--- src/rtl/bus_pkg.sv ---
// Shared types and constants for the two-master single-slave bus arbiter.
package bus_pkg;

   typedef enum logic [1:0] {
      IDLE = 2'd0,
      GNT0 = 2'd1,
      GNT1 = 2'd2
   } arb_state_t;

   localparam logic CMD_READ  = 1'b0;
   localparam logic CMD_WRITE = 1'b1;

   // Returned to a master whose slave transfer timed out.
   localparam logic [31:0] ERR_RDATA = 32'hDEAD_BEEF;

endpackage

--- src/rtl/bus_timeout.sv ---
// Grant-cycle counter: counts while enabled, flags when it reaches the limit.
module bus_timeout (
   input  logic       clk,
   input  logic       rst,
   input  logic       clr,
   input  logic       en,
   input  logic [7:0] limit,
   output logic       expired
);

   logic [7:0] count;

   always_ff @(posedge clk) begin
      if (!rst) begin
         count <= 8'd0;
      end else if (clr) begin
         count <= 8'd0;
      end else if (en) begin
         count <= count + 8'd1;
      end
   end

   assign expired = (count == limit);

endmodule

--- src/rtl/bus_arbiter.sv ---
// Round-robin arbiter letting two masters share one slave, with per-grant timeout.
module bus_arbiter
   import bus_pkg::*;
#(
   parameter int DW      = 32,
   parameter int AW      = 32,
   parameter int TIMEOUT = 16
) (
   input  logic          clk,
   input  logic          rst,
   input  logic          m0_req,
   input  logic          m0_cmd,
   input  logic [AW-1:0] m0_addr,
   input  logic [DW-1:0] m0_wdata,
   output logic          m0_ack,
   output logic [DW-1:0] m0_rdata,
   output logic          m0_err,
   input  logic          m1_req,
   input  logic          m1_cmd,
   input  logic [AW-1:0] m1_addr,
   input  logic [DW-1:0] m1_wdata,
   output logic          m1_ack,
   output logic [DW-1:0] m1_rdata,
   output logic          m1_err,
   output logic          s_req,
   output logic          s_cmd,
   output logic [AW-1:0] s_addr,
   output logic [DW-1:0] s_wdata,
   input  logic          s_ack,
   input  logic [DW-1:0] s_rdata,
   output logic [1:0]    gnt
);

   localparam logic [7:0]    LIMIT    = 8'(TIMEOUT - 1);
   localparam logic [DW-1:0] ERR_WORD = DW'(ERR_RDATA);

   arb_state_t state, state_next;
   logic       last_served, last_next;
   logic       granted, sel_m1, cur_req, expired, timeout_hit;

   always_ff @(posedge clk) begin
      if (!rst) begin
         state       <= IDLE;
         last_served <= 1'b1;
      end else begin
         state       <= state_next;
         last_served <= last_next;
      end
   end

   assign granted     = (state != IDLE);
   assign sel_m1      = (state == GNT1);
   assign cur_req     = sel_m1 ? m1_req : m0_req;
   // A same-cycle ack wins over the timeout, and an aborting master gets no error.
   assign timeout_hit = granted && expired && !s_ack && cur_req;

   bus_timeout u_timeout (
      .clk     (clk),
      .rst     (rst),
      .clr     (!granted || s_ack),
      .en      (granted && !s_ack),
      .limit   (LIMIT),
      .expired (expired)
   );

   always_comb begin
      state_next = state;
      last_next  = last_served;
      case (state)
         IDLE: begin
            if (m0_req && m1_req) begin
               state_next = last_served ? GNT0 : GNT1;
            end else if (m0_req) begin
               state_next = GNT0;
            end else if (m1_req) begin
               state_next = GNT1;
            end
         end
         GNT0, GNT1: begin
            if (s_ack || timeout_hit) begin
               state_next = IDLE;
               last_next  = sel_m1;
            end else if (!cur_req) begin
               state_next = IDLE;
            end
         end
         default: state_next = IDLE;
      endcase
   end

   always_comb begin
      s_req    = 1'b0;
      s_cmd    = 1'b0;
      s_addr   = '0;
      s_wdata  = '0;
      m0_ack   = 1'b0;
      m0_rdata = '0;
      m0_err   = 1'b0;
      m1_ack   = 1'b0;
      m1_rdata = '0;
      m1_err   = 1'b0;
      gnt      = 2'b00;
      case (state)
         GNT0: begin
            gnt      = 2'b01;
            s_req    = m0_req;
            s_cmd    = m0_cmd;
            s_addr   = m0_addr;
            s_wdata  = m0_wdata;
            m0_ack   = s_ack || timeout_hit;
            m0_rdata = timeout_hit ? ERR_WORD : s_rdata;
            m0_err   = timeout_hit;
         end
         GNT1: begin
            gnt      = 2'b10;
            s_req    = m1_req;
            s_cmd    = m1_cmd;
            s_addr   = m1_addr;
            s_wdata  = m1_wdata;
            m1_ack   = s_ack || timeout_hit;
            m1_rdata = timeout_hit ? ERR_WORD : s_rdata;
            m1_err   = timeout_hit;
         end
         default: ;
      endcase
   end

endmodule

--- config.mk ---
export PLATFORM = sky130hd
export DESIGN_NAME = bus_arbiter
export DESIGN_NICKNAME = d
export VERILOG_FILES = /design/src/rtl/bus_pkg.sv /design/src/rtl/bus_timeout.sv /design/src/rtl/bus_arbiter.sv
export SDC_FILE = /design/constraint.sdc
export NUM_CORES = 1
export LEC_CHECK = 0
export ABC_AREA = 1
export CORE_AREA = 10 10 110 112
export DETAILED_ROUTE_END_ITERATION = 7
export DIE_AREA = 0 0 120 122
export DONT_BUFFER_PORTS = 1
export PLACE_DENSITY = 0.3
export REMOVE_ABC_BUFFERS = 1
export SETUP_SLACK_MARGIN = 0.4
export SLEW_MARGIN = 5
export SYNTH_ARGS = -nofsm -noshare
export SYNTH_HDL_FRONTEND = slang
export SYNTH_SLANG_ARGS = --single-unit
--- constraint.sdc ---
create_clock -name clk -period 1.95 [get_ports clk]
set_input_delay 0.2925 -clock clk [delete_from_list [all_inputs] [get_ports clk]]
set_output_delay 0.2925 -clock clk [all_outputs]
set_load 0.005 [all_outputs]
# Word-level counts from Yosys, hierarchy flattened

Cells that the tools add are included.
Widths: inputs -> output; s select.

Bits of input ports: 167
Output and inout port bits: 136
Bits in registers: 11
Logic and storage cells: 45

Reduce and logical (&&, ||, !) cells: 15
Equality and inequality tests: 5
Muxes and demuxes: 20
Bitwise operators: 1
Add/subtract/negate cells: 1

Operators with widths:

| cell                | count |
|---|---|
| $pmux 32 s2         | 2 |
| $mux 32             | 3 |
| $mux 2              | 6 |
| $add 8x1->8 const B | 1 |
| $eq 8x4->1 const B  | 1 |
| $pmux 2 s2          | 2 |
| $logic_and 1x1->1   | 5 |
| $mux 1              | 5 |
| $ne 4x4->1 const B  | 1 |
| $pmux 1 s2          | 2 |
| $reduce_and 2->1    | 2 |
| $reduce_or 2->1     | 2 |
| $ne 3x3->1 const B  | 1 |
| $eq 2x1->1 const B  | 1 |
| $eq 2x2->1 const B  | 1 |
| $logic_not 1->1     | 2 |
| $logic_not 2->1     | 1 |
| $logic_or 1x1->1    | 2 |
| $reduce_bool 2->1   | 1 |
| $not 1->1           | 1 |

# Logic depth before layout (Yosys ltp)

Depth after elaboration: 7
Gate-level depth with buffers: 12
Mapped depth without buffers: 12

# Cells and area by module

A second synthesis with hierarchy kept.

Cells, all modules: 467
Area, all modules: 2255.9 µm²

By module, submodules not included:

| module      | times used | cells an instance | seq. area each (µm²) | area each (µm²) |
|---|---|---|---|---|
| bus_arbiter | 1          | 375               | 60.1                 | 1730.4 |
| bus_timeout | 1          | 92                | 160.2                | 525.5 |

# Worst setup path before layout

No wires, ideal clock.

Path type: register to output
From: register state[0]
To: output m0_rdata[14]
Required time: 1657 ps
Buffers on the path: 1
Cell stages (with the launch flop): 11
Arrival: 1455 ps
Path slack: 203 ps
Cell sequence: dfxtp_1 -> inv_1 -> ha_1 -> inv_2 -> nand2_1 -> nand2_1 -> nor2_1 -> nand2_1 -> inv_2 -> buf_2 -> nor3_1

Elaborated cells on any way between the ends: 9
Those cells by class: eq/ne (2); mux (3); reduce/logical (4)

RTL lines:

| what                   | line               | text |
|---|---|---|
| from (decl)            | bus_arbiter.sv:37  | `arb_state_t state, state_next;` |
| from (signal assigned) | bus_arbiter.sv:46  | `state <= state_next;` |
| $eq 2x2->1             | bus_arbiter.sv:52  | `assign sel_m1 = (state == GNT1);` |
| named net sel_m1       | bus_arbiter.sv:39  | `logic granted, sel_m1, cur_req, expired, timeout_hit;` |
| $mux 1                 | bus_arbiter.sv:53  | `assign cur_req = sel_m1 ? m1_req : m0_req;` |
| $logic_and 1x1->1      | bus_arbiter.sv:55  | `assign timeout_hit = granted && expired && !s_ack && cur_req;` |
| $mux 32                | bus_arbiter.sv:111 | `m0_rdata = timeout_hit ? ERR_WORD : s_rdata;` |
| $mux 32                | bus_arbiter.sv:103 | `case (state)` |
| to (decl)              | bus_arbiter.sv:16  | `output logic [DW-1:0] m0_rdata,` |

The timed path passes the listed nets, and every way through them passes these cells.

# Worst setup path in the final report

From: register state[1]
To: output m0_rdata[29]

Word-level cells in the longest chain between the ends: 6
Elaborated cells on any way between the ends: 9
Those cells by class: eq/ne (2); mux (3); reduce/logical (4)

RTL lines:

| what                            | line               | text |
|---|---|---|
| $reduce_bool 2->1               | bus_arbiter.sv:51  | `assign granted = (state != IDLE);` |
| $logic_and 1x1->1 (3 in series) | bus_arbiter.sv:55  |  |
| $mux 32                         | bus_arbiter.sv:111 |  |
| $mux 32 *                       | bus_arbiter.sv:103 |  |

Mark *: on every way between the ends. The rest lies on a longest branch, timed or not.

==> results.md <==
- The run finished with clean final reports.
- Yosys mapped the design onto 15 distinct sky130hd cell types.
- In this design, the largest share of critical-path delay is due to buffers and inverters.
- The cell area that synthesis handed to floorplanning was 0.001998 mm^2.
- The initial detailed-routing violation count is 161.
- The met2 usage in global routing is 32.08%.
- The worst max-slew margin expressed relative to the limit is 63.08%.
- The global placer's final weighted congestion is 0.9232.
- The signal on the critical path passes through inv_4 -> ha_4 -> nor2_4 -> inv_2 -> nor2_4 -> nand2_4 -> inv_4 -> nor3_2 -> buf_4.
- For met1 alone, demand over resource in global routing was 18.16%.
- The path with the worst hold slack has its endpoint at last_served.
- The cell type of the slowest stage on the worst timing path is dfxtp_4.
- A synthesized cell averages 4.780 um^2.
- The number of cells traversed by the worst hold path is 1.
- The tightest hold path in the finished design has a slack of 0.1348 ns.
- 0 antenna diodes ended up in the layout.
- The setup slack after layout is 0.06475 ns.
- The number of input and output port buffers inserted is 0.
- The first global-routing pass estimated 19.41 mm of wire.
- The count of nets left with antenna violations once routing finished came out at 0.
- For this design the static power due to leakage is 1.509 nW.
- The full die area is 0.01464 mm^2.
- For met3 alone, demand over resource in global routing was 4.024%.
- The worst min-delay path category is input pin to flop.
- Counting cells, the worst reg-to-reg path comes to 10.
- The sequential cells in the finished layout cover a total of 225.2 um^2.
- The number of buffers created by CTS is 3.
- The residual overflow from global routing is 0.
- The number of cell rows is 37.
- The first detailed-routing pass ran for 4 iterations.
- In this run, placement finished with an instance count of 543.
- CTS built an H-tree with a depth of 1.
- The detailed router placed 3031 vias in this run.
- The total count of max-transition violations in the final report is 0.
- Setup total negative slack on the finished layout was measured at 0 ns.
- 303 I/O pins were placed.
- The layout overhead on the synthesized area is 103.8%.
- The synthesis warning total is 0.
- Summing all multi-input logic gate instances after layout gives 0.002614 mm^2.
- At the end of the flow the core is filled with cells to 40.53%.
- After clock tree synthesis, the flow added hold-fix buffers numbering 0.
- The clock slew seen by the registers of the worst setup and hold paths is 0.06 ns.
- Data arrives at the worst endpoint at 1.59 ns.
- The number of standard cells in the layout, taps in and fillers out is 574.
- The kind of critical path is flop to output port.
- The count of fill cells added during filler insertion is 1016.
- The worst endpoint required time is 1.66 ns.
- The TritonCTS clock tree is built.
- The combined global-route utilization of all metal layers is 16.58%.
- The actual transition at the worst max-transition pin is 0.5538 ns.
- By area the synthesized netlist is led by a21oi_1, nand2_1, dfxtp_1.
- The routed length per instance is 25.91 um.
- The latest clock arrival within the worst-skew pair is 0.24 ns.
- IR analysis of the VDD net gives a maximum drop of 0.0007506 V.
- Entering global routing, the biggest net connects 57 pins.
- The post-route fraction of the period consumed by the critical path is 96.68%.
- The die height is 122 um.
- After routing the design area is 0.004071 mm^2.
- The worst hold path begins at rst.
- The standard cell core area is 0.01005 mm^2.
- The capturing point of the worst reg2reg path is state[1].
- The worst-case clock buffer depth is 2.
- In this run the critical register-to-register path is launched from state[1].
- The initial antenna violation count came to 0.
- Once the floorplan was initialized, standard cells occupied 19.89% of the core.
- The kind of end point of the critical path is an output port.
- The synthesized netlist cell count is 418.
- The final critical-path required period is 1.885 ns.
- The highest clock rate is 530.4 MHz.
- The tool flagged a number of max-cap violations equal to 0.
- The library cells used most frequently in the layout, excluding fill and tap cells, are nand2_1, a21oi_2, inv_1.
- The number of vias per cell is 5.280.
- The global routing stage identified its most utilized layer as met2.
- After detailed routing, the number of remaining DRC violations is 0.
- The worst setup timing slack at the placement stage is -0.03865 ns.
- Of all nets on the critical path, the largest fanout is 16.
- The final number of setup-violating endpoints is 0.
- Setup repair after global routing could not meet its margin everywhere.
- The CTS sink count is 11.
- The synthesized design spends more area on one cell type than any other, namely a21oi_1.
- The largest incremental delay on the critical path is 0.38 ns.
- The tree is rooted in a clkbuf_8.
- The net count of the finished layout is 611.
- The share of Yosys cell area claimed by the top area cell type is 29.56%.
- The placed instances occupy a cell area of 0.002251 mm^2.
- The final wirelength is 14.87 mm.
- Total power for the finished layout comes to 3.383 mW.
- STA classifies the critical path startpoint as a flop.
- The chip width is 120 um.
- Across the routed clock network, the largest skew measured is 0.008754 ns.
- The number of global-route vias before repair was 2969.
- The count of endpoints failing hold in the final timing report came to 0.
- The count of state elements after synthesis is 11.
- In this run the power density over the cells is 831.0 mW/mm^2.
- The register-to-register path setup slack is 0.43 ns.
- The number of buffer and inverter stages on the critical path is 4.
- After legalization and detailed placement, the total HPWL measured 9.538 mm.
- The share of the Yosys chip area taken by registers is 11.02%.
- Of the cells placed in the final design, the portion with a size suffix greater than 1 is 56.62%.
- Leaving out fill and tap cells, the most frequent cell in the layout is nand2_1.
flip-flops by register name, summed over array words and instances, names as in the netlist:
register	flops
state	2
last_served	1
u_timeout.count	8
report_power, final:
| group | total, mW | leakage [nW] | internal, mW | switching, mW |
|---|---|---|---|---|
| clock network | 0.232 | 0.0255 | 0.140 | 0.0911 |
| registers | 0.263 | 0.0903 | 0.246 | 0.0175 |
| logic | 2.89 | 1.39 | 1.17 | 1.71 |
cell families after synthesis:
family,synth area share (%)
AND/OR/NAND/NOR,37.70
AO/OA/AOI/OAI,30.81
XOR/XNOR,0.8768
buffers and inverters,16.47
adder cells (fa/ha/maj),3.131
flip-flops,11.02
synth_stat cells:
library cell	number
nor2_1	23
inv_2	3
ha_1	5
inv_1	47
buf_2	11
a21oi_1	118
dfxtp_1	11
clkinv_1	1
nor3_1	16
clkbuf_1	16
xnor2_1	2
o21ai_0	5
buf_1	6
nand3_1	7
nand2_1	147
layout make-up:
cell class,count,area share (%)
multi-input combinational,324,64.20
timing repair buffer,48,19.88
sequential,11,5.532
inverter,51,5.071
tap,136,4.179
clock buffer,3,1.014
clock inverter,1,0.1229
worst max path at each step:
stage	start	to	slack, ns	cells past startpoint
6_report	state[1]	m0_rdata[29]	0.06	9
5_1_grt	state[0]	m0_rdata[8]	-0.05	10
4_1_cts	state[0]	m0_rdata[25]	0.06	10
3_5_place_dp	state[0]	m0_rdata[29]	-0.04	10
3_3_place_gp	state[0]	m1_rdata[8]	0.02	8
2_1_floorplan	state[0]	m0_rdata[14]	-1.96	9
layer usage:
metal | vias up | share of wire, %
li1 | 1376 | -
met1 | 1470 | 36
met2 | 161 | 55
met3 | 24 | 7.4
met4 | 0 | 1.7
met5 | - | 0
timing repair:
item                       in CTS  in global routing
pin swaps                      32                 31
setup buffers                   9                  3
setup endpoints to repair     138                138
cloned                         12                  3
gates resized for setup       176                126
(Power assumes the default switching activity.)
==> edit (same flow settings) <==
Reset style: asynchronous (`rst`), changed in 2 clocked blocks.
--- a/src/rtl/bus_timeout.sv
+++ b/src/rtl/bus_timeout.sv
@@ -11,5 +11,5 @@
    logic [7:0] count;
 
-   always_ff @(posedge clk) begin
+   always_ff @(posedge clk or negedge rst) begin
       if (!rst) begin
          count <= 8'd0;
--- a/src/rtl/bus_arbiter.sv
+++ b/src/rtl/bus_arbiter.sv
@@ -39,5 +39,5 @@
    logic       granted, sel_m1, cur_req, expired, timeout_hit;
 
-   always_ff @(posedge clk) begin
+   always_ff @(posedge clk or negedge rst) begin
       if (!rst) begin
          state       <= IDLE;
Formal check against the unedited RTL: differs if rst is asserted again (counterexample within 4 cycles, from zero or initial values and one cycle with rst low); with rst held inactive, the same outputs for 10 cycles.
==> edit against the original RTL <==
The flow now finishes with violations (setup timing). Critical endpoint is now m1_rdata[3]. Area after synthesis increased by 0.31%. Critical path depth stayed put. Total power grew 45%. Wire length shrank 12%. Final cell count fell by 3.5%. Sequential cell count stayed put. Utilization fell by 5.4 points. Worst setup slack worse by 0.18 ns. Synthesized cell count is 1.4% lower. Final area down 13%. Via count down 5.7%.
==> edit: results <==
{
  "place_hpwl_um": 10130,
  "fin_setup_tns_ns": -3.104,
  "grt_max_degree": 36,
  "synthFlopType": "dfrtp_1",
  "p_leak_nw": 1.121,
  "crit_path_max_fanout": 7,
  "nFillCells": 1074,
  "endpoint": "m1_rdata[3]",
  "relSlewSlack_pct": 50.43,
  "postPlaceCellArea_um2": 2275,
  "cts.hold.buffers_added": 1,
  "routed-wl-met2_um": 7052,
  "critPathMaxStageDelay_ns": 0.41,
  "crit_slowest_cell": "dfrtp_1",
  "internal-power_mw": 1.896,
  "via_count": 2858,
  "p_comb_mw": 4.38,
  "track_usage_pct": 14.79,
  "ctsResizeCount": 158,
  "violations": "setup timing",
  "grt_use_met3_pct": 5.550,
  "whs_path_depth": 4,
  "synthTopCellsByCount": "157 x nand2_1, 121 x a21oi_1, 36 x inv_1",
  "dp_slack_ns": 0.1161,
  "seq_area_frac_synth_pct": 13.80,
  "avgSynthCellArea_um2": 4.865,
  "max-vdd-ir-drop_uv": 1343,
  "r2r_slack_ns": 0.26,
  "cts_setup_buffers": 3,
  "worst_r2r_path_depth": 11,
  "wl_met1_um": 4542,
  "grt_pass1_vias": 2801,
  "fin_ws_ns": -0.1134,
  "swShare_pct": 61.44,
  "dp.cells": 539,
  "grt_pass1_wl_um": 17480,
  "synth-xor-area-share_pct": 0,
  "routed_wl_um": 13120,
  "worstPathArrival_ns": 1.77,
  "status": "complete, but fails checks",
  "wl_met3_um": 1359,
  "holdWs_ns": 0.3255,
  "synth_compound_area_share_pct": 31.71,
  "port_buffers": 0,
  "drtIter0Drc": 159,
  "holdCritStartpoint": "m0_req",
  "wire_per_inst_um": 23.68,
  "fin_nets": 589,
  "clock_skew_ns": 0.004787,
  "synthAdderAreaFrac_pct": 2.497,
  "finalSetupViolCount": 70,
  "globalplace.congestion": 0.9492,
  "crit_start": "state[1]"
}
-- edit: cell types whose count changed in the layout (fill, tap and decap cells not counted), sizes merged, moves of 2 or more --
| cell | unedited run | this run |
|---|---|---|
| a21oi | 118 | 121 |
| nor2 | 23 | 32 |
| inv | 50 | 36 |
| bufbuf | 3 | 1 |
| dfrtp | 0 | 10 |
| xnor2 | 2 | 0 |
| dfxtp | 11 | 0 |
| nand2 | 148 | 158 |
| nor3 | 16 | 0 |
| buf | 43 | 31 |
-- edit: final cells by class --
class / instances / area, um2 / area share (%)
Inverter: 38 / 148.9 / 4.218
Clock inverter: 1 / 5.005 / 0.1418
Antenna cell: 1 / 2.502 / 0.07090
Tap cell: 136 / 170.2 / 4.821
Clock buffer: 3 / 41.29 / 1.170
Multi-Input combinational cell: 329 / 2399 / 67.95
Timing Repair Buffer: 35 / 486.7 / 13.79
Sequential cell: 11 / 276.5 / 7.834
